$ cat config.mk
export PLATFORM = sky130hd
export DESIGN_NAME = piso_serializer
export DESIGN_NICKNAME = d
export VERILOG_FILES = /design/src/rtl/serializer_pkg.sv /design/src/rtl/bit_counter.sv /design/src/rtl/piso_serializer.sv
export SDC_FILE = /design/constraint.sdc
export NUM_CORES = 1
export LEC_CHECK = 0
export CORE_ASPECT_RATIO = 0.6
export CORE_MARGIN = 5
export CORE_UTILIZATION = 29
export DETAILED_ROUTE_END_ITERATION = 16
export SYNTH_ARGS = -nofsm -noshare
export SYNTH_HDL_FRONTEND = slang
export SYNTH_HIERARCHICAL = 1
export SYNTH_SLANG_ARGS = --single-unit
$ cat constraint.sdc
create_clock -name CLK -period 1.9 [get_ports CLK]
set_input_delay 0.38 -clock CLK [delete_from_list [all_inputs] [get_ports CLK]]
set_output_delay 0.38 -clock CLK [all_outputs]
set_load 0.02 [all_outputs]
$ cat src/rtl/serializer_pkg.sv
// Shared definitions for the PISO serializer: state encoding, counter width, parity helper.
// Latency: n/a (package).
// Backpressure: n/a (package).
package serializer_pkg;

    // Default frame width and the bit-counter width it implies.
    localparam int SER_WIDTH = 8;
    localparam int SER_CNT_W = $clog2(SER_WIDTH);

    // Transmit FSM encoding; kept as plain constants for legacy tools.
    localparam logic [1:0] ST_IDLE   = 2'd0;
    localparam logic [1:0] ST_SHIFT  = 2'd1;
    localparam logic [1:0] ST_PARITY = 2'd2;

    // Even parity over up to 32 data bits; callers zero-extend narrower words.
    function automatic logic even_parity(input logic [31:0] d);
        return ^d;
    endfunction

endpackage

$ cat src/rtl/bit_counter.sv
// Loadable, clearable modulo-MOD counter with terminal-count flag.
// Latency: count updates on the clock edge after clr/ld/inc.
// Backpressure: none; holds its value when no control is asserted.
//
// Ports: CLK, RST_N (async active-low), clr (to zero, highest priority),
//        ld/ld_val (parallel load), inc (advance, wraps to 0 after MOD-1),
//        cnt (current value), tc (cnt == MOD-1).
module bit_counter #(
    parameter int MOD = 8,
    parameter int CW  = $clog2(MOD)
) (
    input  logic          CLK,
    input  logic          RST_N,
    input  logic          clr,
    input  logic          ld,
    input  logic [CW-1:0] ld_val,
    input  logic          inc,
    output logic [CW-1:0] cnt,
    output logic          tc
);

    assign tc = (cnt == CW'(MOD - 1));

    always_ff @(posedge CLK or negedge RST_N) begin
        if (!RST_N) begin
            cnt <= '0;
        end else if (clr) begin
            cnt <= '0;
        end else if (ld) begin
            cnt <= ld_val;
        end else if (inc) begin
            cnt <= tc ? '0 : cnt + CW'(1);
        end
    end

endmodule

$ cat src/rtl/piso_serializer.sv
// Parallel-in serial-out transmitter: WIDTH-bit word shifted out LSB first with frame strobes.
// Latency: bit 0 is on SER_OUT the cycle after the accepting edge; one bit per cycle after that.
// Backpressure: LOAD_READY only in IDLE and in a frame's final bit cycle, giving gapless back-to-back frames.
//
// Ports: CLK, RST_N (async active-low, aborts any frame), LOAD_VALID/LOAD_READY/DATA_IN
//        (load handshake), SER_OUT/SER_VALID (serial bit), FRAME_START (bit 0 pulse),
//        DONE (final bit pulse).
// Option: define SERIALIZER_PARITY_EN to append an even-parity bit after the data bits;
//         DONE and LOAD_READY then move to that parity cycle.
module piso_serializer
    import serializer_pkg::*;
#(
    parameter int WIDTH = SER_WIDTH
) (
    input  logic             CLK,
    input  logic             RST_N,
    input  logic             LOAD_VALID,
    output logic             LOAD_READY,
    input  logic [WIDTH-1:0] DATA_IN,
    output logic             SER_OUT,
    output logic             SER_VALID,
    output logic             FRAME_START,
    output logic             DONE
);

    localparam int CNT_W = $clog2(WIDTH);

    logic [1:0]       state_q, state_d;
    logic [WIDTH-1:0] shreg_q, shreg_d;
    logic [CNT_W-1:0] cnt;
    logic             cnt_tc;
    logic             cnt_clr, cnt_inc;
    logic             accept;
    logic             ser_out_d, done_d;
`ifdef SERIALIZER_PARITY_EN
    logic             par_q;
`endif

    bit_counter #(
        .MOD (WIDTH),
        .CW  (CNT_W)
    ) u_cnt (
        .CLK    (CLK),
        .RST_N  (RST_N),
        .clr    (cnt_clr),
        .ld     (1'b0),
        .ld_val ('0),
        .inc    (cnt_inc),
        .cnt    (cnt),
        .tc     (cnt_tc)
    );

    // LOAD_READY is registered, so it already reflects the current cycle.
    assign accept = LOAD_VALID && LOAD_READY;

    // Next-state logic. All outputs are registered from the next-cycle view
    // so they line up with the state/count that the next cycle will hold.
    always_comb begin
        state_d = state_q;
        shreg_d = shreg_q;
        cnt_clr = 1'b0;
        cnt_inc = 1'b0;
        done_d  = 1'b0;

        case (state_q)
            ST_IDLE: begin
                if (accept) begin
                    state_d = ST_SHIFT;
                    shreg_d = DATA_IN;
                    cnt_clr = 1'b1;
                end
            end
            ST_SHIFT: begin
                if (!cnt_tc) begin
                    shreg_d = shreg_q >> 1;
                    cnt_inc = 1'b1;
`ifndef SERIALIZER_PARITY_EN
                    // Next cycle carries the last data bit.
                    done_d  = (cnt == CNT_W'(WIDTH - 2));
`endif
`ifdef SERIALIZER_PARITY_EN
                end else begin
                    // Counter parks at WIDTH-1 through the parity cycle.
                    state_d = ST_PARITY;
                    done_d  = 1'b1;
                end
`else
                end else if (accept) begin
                    shreg_d = DATA_IN;
                    cnt_clr = 1'b1;
                end else begin
                    state_d = ST_IDLE;
                    shreg_d = '0;
                    cnt_clr = 1'b1;
                end
`endif
            end
`ifdef SERIALIZER_PARITY_EN
            ST_PARITY: begin
                if (accept) begin
                    state_d = ST_SHIFT;
                    shreg_d = DATA_IN;
                end else begin
                    state_d = ST_IDLE;
                    shreg_d = '0;
                end
                cnt_clr = 1'b1;
            end
`endif
            default: begin
                state_d = ST_IDLE;
                shreg_d = '0;
                cnt_clr = 1'b1;
            end
        endcase

        ser_out_d = 1'b0;
        if (state_d == ST_SHIFT) begin
            ser_out_d = shreg_d[0];
        end
`ifdef SERIALIZER_PARITY_EN
        if (state_d == ST_PARITY) begin
            ser_out_d = par_q;
        end
`endif
    end

    always_ff @(posedge CLK or negedge RST_N) begin
        if (!RST_N) begin
            state_q     <= ST_IDLE;
            shreg_q     <= '0;
            SER_OUT     <= 1'b0;
            SER_VALID   <= 1'b0;
            FRAME_START <= 1'b0;
            DONE        <= 1'b0;
            LOAD_READY  <= 1'b0;
        end else begin
            state_q     <= state_d;
            shreg_q     <= shreg_d;
            SER_OUT     <= ser_out_d;
            SER_VALID   <= (state_d != ST_IDLE);
            // Every accept starts a frame at bit 0 on the next cycle.
            FRAME_START <= accept;
            DONE        <= done_d;
            LOAD_READY  <= (state_d == ST_IDLE) || done_d;
        end
    end

`ifdef SERIALIZER_PARITY_EN
    // Parity captured with the word so later DATA_IN changes cannot disturb it.
    always_ff @(posedge CLK or negedge RST_N) begin
        if (!RST_N) begin
            par_q <= 1'b0;
        end else if (accept) begin
            par_q <= even_parity(32'(DATA_IN));
        end
    end
`endif

endmodule
Word level (Yosys, flattened, before mapping)
Cells that the tools add are included.
Widths: inputs -> output; s select.
{"block": "word_totals", "reg_bits": 18, "in_bits": 11, "wordCells": 40}
{"block": "op_classes", "n_addsub": 1, "eq_ne": 5, "mux": 19, "n_reduce_logical": 6}
{"op": "$mux 8", "count": 3}
{"op": "$pmux 8 s2", "count": 1}
{"op": "$mux 3", "count": 3}
{"op": "$mux 1", "count": 7}
{"op": "$eq 3x3->1 const B", "count": 2}
{"op": "$mux 2", "count": 3}
{"op": "$eq 2x1->1 const B", "count": 2}
{"op": "$logic_not 2->1", "count": 2}
{"op": "$pmux 2 s2", "count": 1}
{"op": "$reduce_bool 2->1", "count": 2}
{"op": "$add 3x1->3 const B", "count": 1}
{"op": "$ne 2x2->1 const B", "count": 1}
{"op": "$pmux 1 s2", "count": 1}
{"op": "$logic_and 1x1->1", "count": 1}
{"op": "$logic_or 1x1->1", "count": 1}

Depth between registers and ports, before layout
{"block": "logic_depth", "word_depth": 6, "ltp_mapped": 6, "depth_no_buf": 5}

Hierarchy
The synthesis kept the hierarchy.
{"mod": "piso_serializer", "instances": 1, "cells_each": 46, "area_per_inst_um2": 620.6}
{"mod": "bit_counter", "instances": 1, "cells_each": 16, "area_per_inst_um2": 187.7}

Worst setup path before layout
OpenSTA, ideal clock, no wires.
{"block": "synth_path", "path_kind": "register to register", "start": "register u_cnt.cnt[0]", "end": "register u_cnt.cnt[0]", "setup_ns": 0.096, "arrival_time_ns": 1.807, "t_required_ns": 1.804, "path_slack_ns": -0.003, "stages_incl_launch_ff": 6, "cell_sequence": "dfrtp_1 ha_1 ha_1 nor3b_4 or3b_1 a311oi_2"}
{"block": "synth_between", "elab_chain_len": 4, "word_cells_on_any_way": 10}
{"element": "from (decl)", "line": "bit_counter.sv:18", "source": "output logic [CW-1:0] cnt,"}
{"element": "from (signal assigned)", "line": "bit_counter.sv:30", "source": "cnt <= ld_val;"}
{"element": "from (signal assigned)", "line": "bit_counter.sv:32", "source": "cnt <= tc ? '0 : cnt + CW'(1);"}
{"element": "$eq 3x3->1", "line": "bit_counter.sv:22", "source": "assign tc = (cnt == CW'(MOD - 1));"}
{"element": "net cnt_tc", "line": "piso_serializer.sv:31", "source": "logic cnt_tc;"}
{"element": "$mux 1", "line": "piso_serializer.sv:74", "source": "if (!cnt_tc) begin"}
{"element": "$mux 1", "line": "piso_serializer.sv:65", "source": "case (state_q)"}
{"element": "net cnt_inc", "line": "piso_serializer.sv:32", "source": "logic cnt_clr, cnt_inc;"}
{"element": "$reduce_bool 2->1 (no line)"}
The timed path passes the listed nets, and every way through them passes these cells. The select of a mux whose other input is x is not followed.
A chain may end at the register's enable or synchronous reset.

Worst setup path in the final report
Ends and elaborated chain as after synthesis.

==> load_flow_metrics.sql <==
INSERT INTO impl_metrics (metric_group, metric, value, unit) VALUES
('clocking', 'cts_resized', '0', ''),
('min_path', 'timing.hold.worst.class', 'input port to async pin', ''),
('synth', 'synth-simple-area-share', '13.5', '%'),
('worst_setup_path', 'critPathArrivalTime', '1.91', 'ns'),
('synth', 'synthMuxAreaShare', '2.48', '%'),
('synth', 'synthesis.area_per_instance', '13.0', 'um^2'),
('final_layout', 'nNetsFinal', '104', ''),
('routing', 'firstDrtPassIters', '4', ''),
('timing', 'final.setup.worst_slack', '0.159', 'ns'),
('clocking', 'postCtsHoldBufs', '0', ''),
('clocking', 'clkSlewWorstSetupHoldPaths', '0.07', 'ns'),
('synth', 'post-synth-top-area-fraction', '55.7', '%'),
('global_routing', 'number_of_antenna_violations_at_the_first_check_in_global_routing', '0', ''),
('routing', 'vias_per_cell', '4.75', ''),
('routing', 'drt_iter0_markers', '33', ''),
('synth', 'synth_area_in_adders', '3.10', '%'),
('final_layout', 'layout-drive-gt1-share', '18.9', '%'),
('synth', 'yosys.cell_types.count', '24', ''),
('synth', 'yosys_warnings', '6', ''),
('run', 'drv.max_cap_violation_count', '0', ''),
('final_layout', 'layout_overhead_on_the_synthesized_area', '35.0', '%'),
('clocking', 'clkLatencyLatePin', '0.26', 'ns'),
('floorplanning', 'start_util', '31.2', '%'),
('floorplanning', 'width_of_the_die', '78.2', 'um'),
('clocking', 'cts_max_level', '1', ''),
('place', 'finalWeightedCongestion', '0.666', ''),
('clocking', 'numCtsBuffers', '3', ''),
('synth', 'post-synth-top-count-cell', 'dfrtp_1', ''),
('synth', 'ys_ff_latch', '18', ''),
('global_routing', 'grt_use_total', '9.82', '%'),
('synth', 'synth-async-reset-ratio', '100', '%'),
('synth', 'synthCells', '62', ''),
('power', 'power_per_cell_area', '792', 'nW/um^2'),
('place', 'placedCellCount', '118', ''),
('synth', 'netlist.top_cell.by_area', 'dfrtp_1', ''),
('worst_setup_path', 'timing.critical_path.fanout_max', '4', ''),
('worst_setup_path', 'critical_path_required', '2.07', 'ns'),
('timing', 'timing.final.setup_violations', '0', ''),
('global_routing', 'grt_pass1_vias', '611', ''),
('timing', 'unrepaired_setup_endpoints_after_global_routing', 'no', ''),
('worst_setup_path', 'startpoint_type', 'register', ''),
('synth', 'seq_area_frac_synth', '55.7', '%'),
('floorplanning', 'boundaryPins', '16', ''),
('place', 'io_buffer_count', '15', ''),
('place', 'pre_cts_slack', '0.183', 'ns'),
('routing', 'detailroute.via_count', '580', ''),
('synth', 'ys.flop_type', 'dfrtp_1', ''),
('run_status', 'run_status', 'finished clean', ''),
('place', 'hpwl', '1190', 'um'),
('clocking', 'cts_tree', 'yes', ''),
('routing', 'ant_nets', '0', ''),
('clocking', 'cts_root_buf', 'clkbuf_8', ''),
('clocking', 'cts-root-to-sink-buffers', '2', ''),
('routing', 'routedWlPerCell', '13.7', 'um'),
('timing', 'fmax', '0.574', 'GHz'),
('floorplanning', 'core_area', '2590', 'um^2'),
('final_layout', 'antennaDiodeCount', '0', ''),
('worst_setup_path', 'cp_capture_type', 'register', ''),
('synth', 'syn_area', '808', 'um^2'),
('floorplanning', 'std_cell_rows', '14', ''),
('power', 'static-leakage-power', '0.531', 'nW'),
('timing', 'report.final.hold_viol_count', '0', ''),
('floorplanning', 'chipHeight', '50.9', 'um'),
('clocking', 'post_cts_buffers', '0', ''),
('timing', 'period_share', '91.6', '%'),
('timing', 'fin_crit', '1.74', 'ns'),
('floorplanning', 'floorplan.die_area', '3980', 'um^2'),
('global_routing', 'largest_net_degree_at_the_start_of_global_routing', '19', ''),
('timing', 'fin_skew', '0.00550', 'ns'),
('routing', 'wl', '1670', 'um'),
('routing', 'remaining_drc_errors', '0', '');
-- through the flow --
| step | hold slack [ns] | utilization [%] | power, W | cell area, um^2 |
|---|---|---|---|---|
| after floorplan | 0.0844 | - | 0.000497 | 835 |
| after global placement | 0.482 | 40.0 | 0.000554 | 1040 |
| after detailed placement | 0.482 | 40.0 | 0.000557 | 1040 |
| after CTS | 0.462 | 42.1 | 0.000875 | 1090 |
| after global routing | 0.480 | 42.1 | 0.000905 | 1090 |
| final | 0.455 | 42.1 | 0.000864 | 1090 |
-- power breakdown --
group	leakage (nW)	internal (W)	switching [W]	total, W
Combinational	0.265	0.0000657	0.0000572	0.000123
Sequential	0.236	0.000408	0.0000183	0.000427
Clock	0.0288	0.000184	0.000130	0.000314
Total	0.530	0.000658	0.000206	0.000864
-- flip-flops by register name, summed over array words and instances, names as in the netlist --
register     flops
SER_VALID        1
u_cnt/cnt        3
DONE             1
LOAD_READY       1
SER_OUT          1
state_q          2
shreg_q          8
FRAME_START      1
-- placed cells by master, fill, tap and decap left out, types with 2 or more instances in the layout --
cell type / Yosys / layout
dfrtp_1: 18 / 18
clkbuf_8: 0 / 4
clkdlybuf4s50_1: 0 / 15
mux2i_1: 2 / 2
a21o_2: 6 / 6
nor2b_1: 3 / 3
buf_4: 0 / 3
nand2_1: 2 / 2
nand2b_1: 3 / 3
conb_1: 1 / 8
a211oi_1: 2 / 2
a21oi_1: 2 / 2
inv_1: 2 / 2
ha_1: 2 / 2
a22o_1: 7 / 7
-- worst paths after layout --
kind	to	cells past startpoint	slack, ns	start
worst max-delay path	u_cnt/cnt[0]	5	0.16	u_cnt/cnt[0]
worst min-delay path	shreg_q[1]	2	0.45	RST_N
worst max register to register	u_cnt/cnt[0]	5	0.16	u_cnt/cnt[0]
worst min register to register	shreg_q[0]	2	0.50	shreg_q[0]
max in group asynchronous	state_q[1]	2	1.24	RST_N
min in group CLK	shreg_q[0]	2	0.50	shreg_q[0]
-- layout make-up --
type | instances | area, um^2 | area share, %
clock buffer | 4 | 55.1 | 5.05
timing repair buffer | 18 | 173 | 15.8
sequential | 18 | 450 | 41.3
multi-input combinational | 48 | 365 | 33.5
tap | 32 | 40.0 | 3.67
inverter | 2 | 7.51 | 0.688
-- per-layer routing --
metal / track usage [%] / up-vias / share of wire (%)
met4: 3.49 / 0 / 0.60
met1: 14.1 / 287 / 53
met2: 12.9 / 15 / 40
met3: 4.39 / 2 / 6.1
li1: - / 276 / -
met5: 0 / - / 0
-- logic make-up after synthesis --
logic type / count (synthesis)
adder cells (fa/ha/maj): 2
AND/OR/NAND/NOR: 15
buffers and inverters: 3
flip-flops: 18
AO/OA/AOI/OAI: 21
other: 1
multiplexers: 2
-- critical path, cell delays in order, from the launching register on --
cell,delay [ns]
dfrtp_1,0.42
ha_1,0.21
ha_1,0.22
nor3b_4,0.18
or3b_1,0.39
a311oi_2,0.24
No activity file was read; power rests on OpenSTA's default activity.
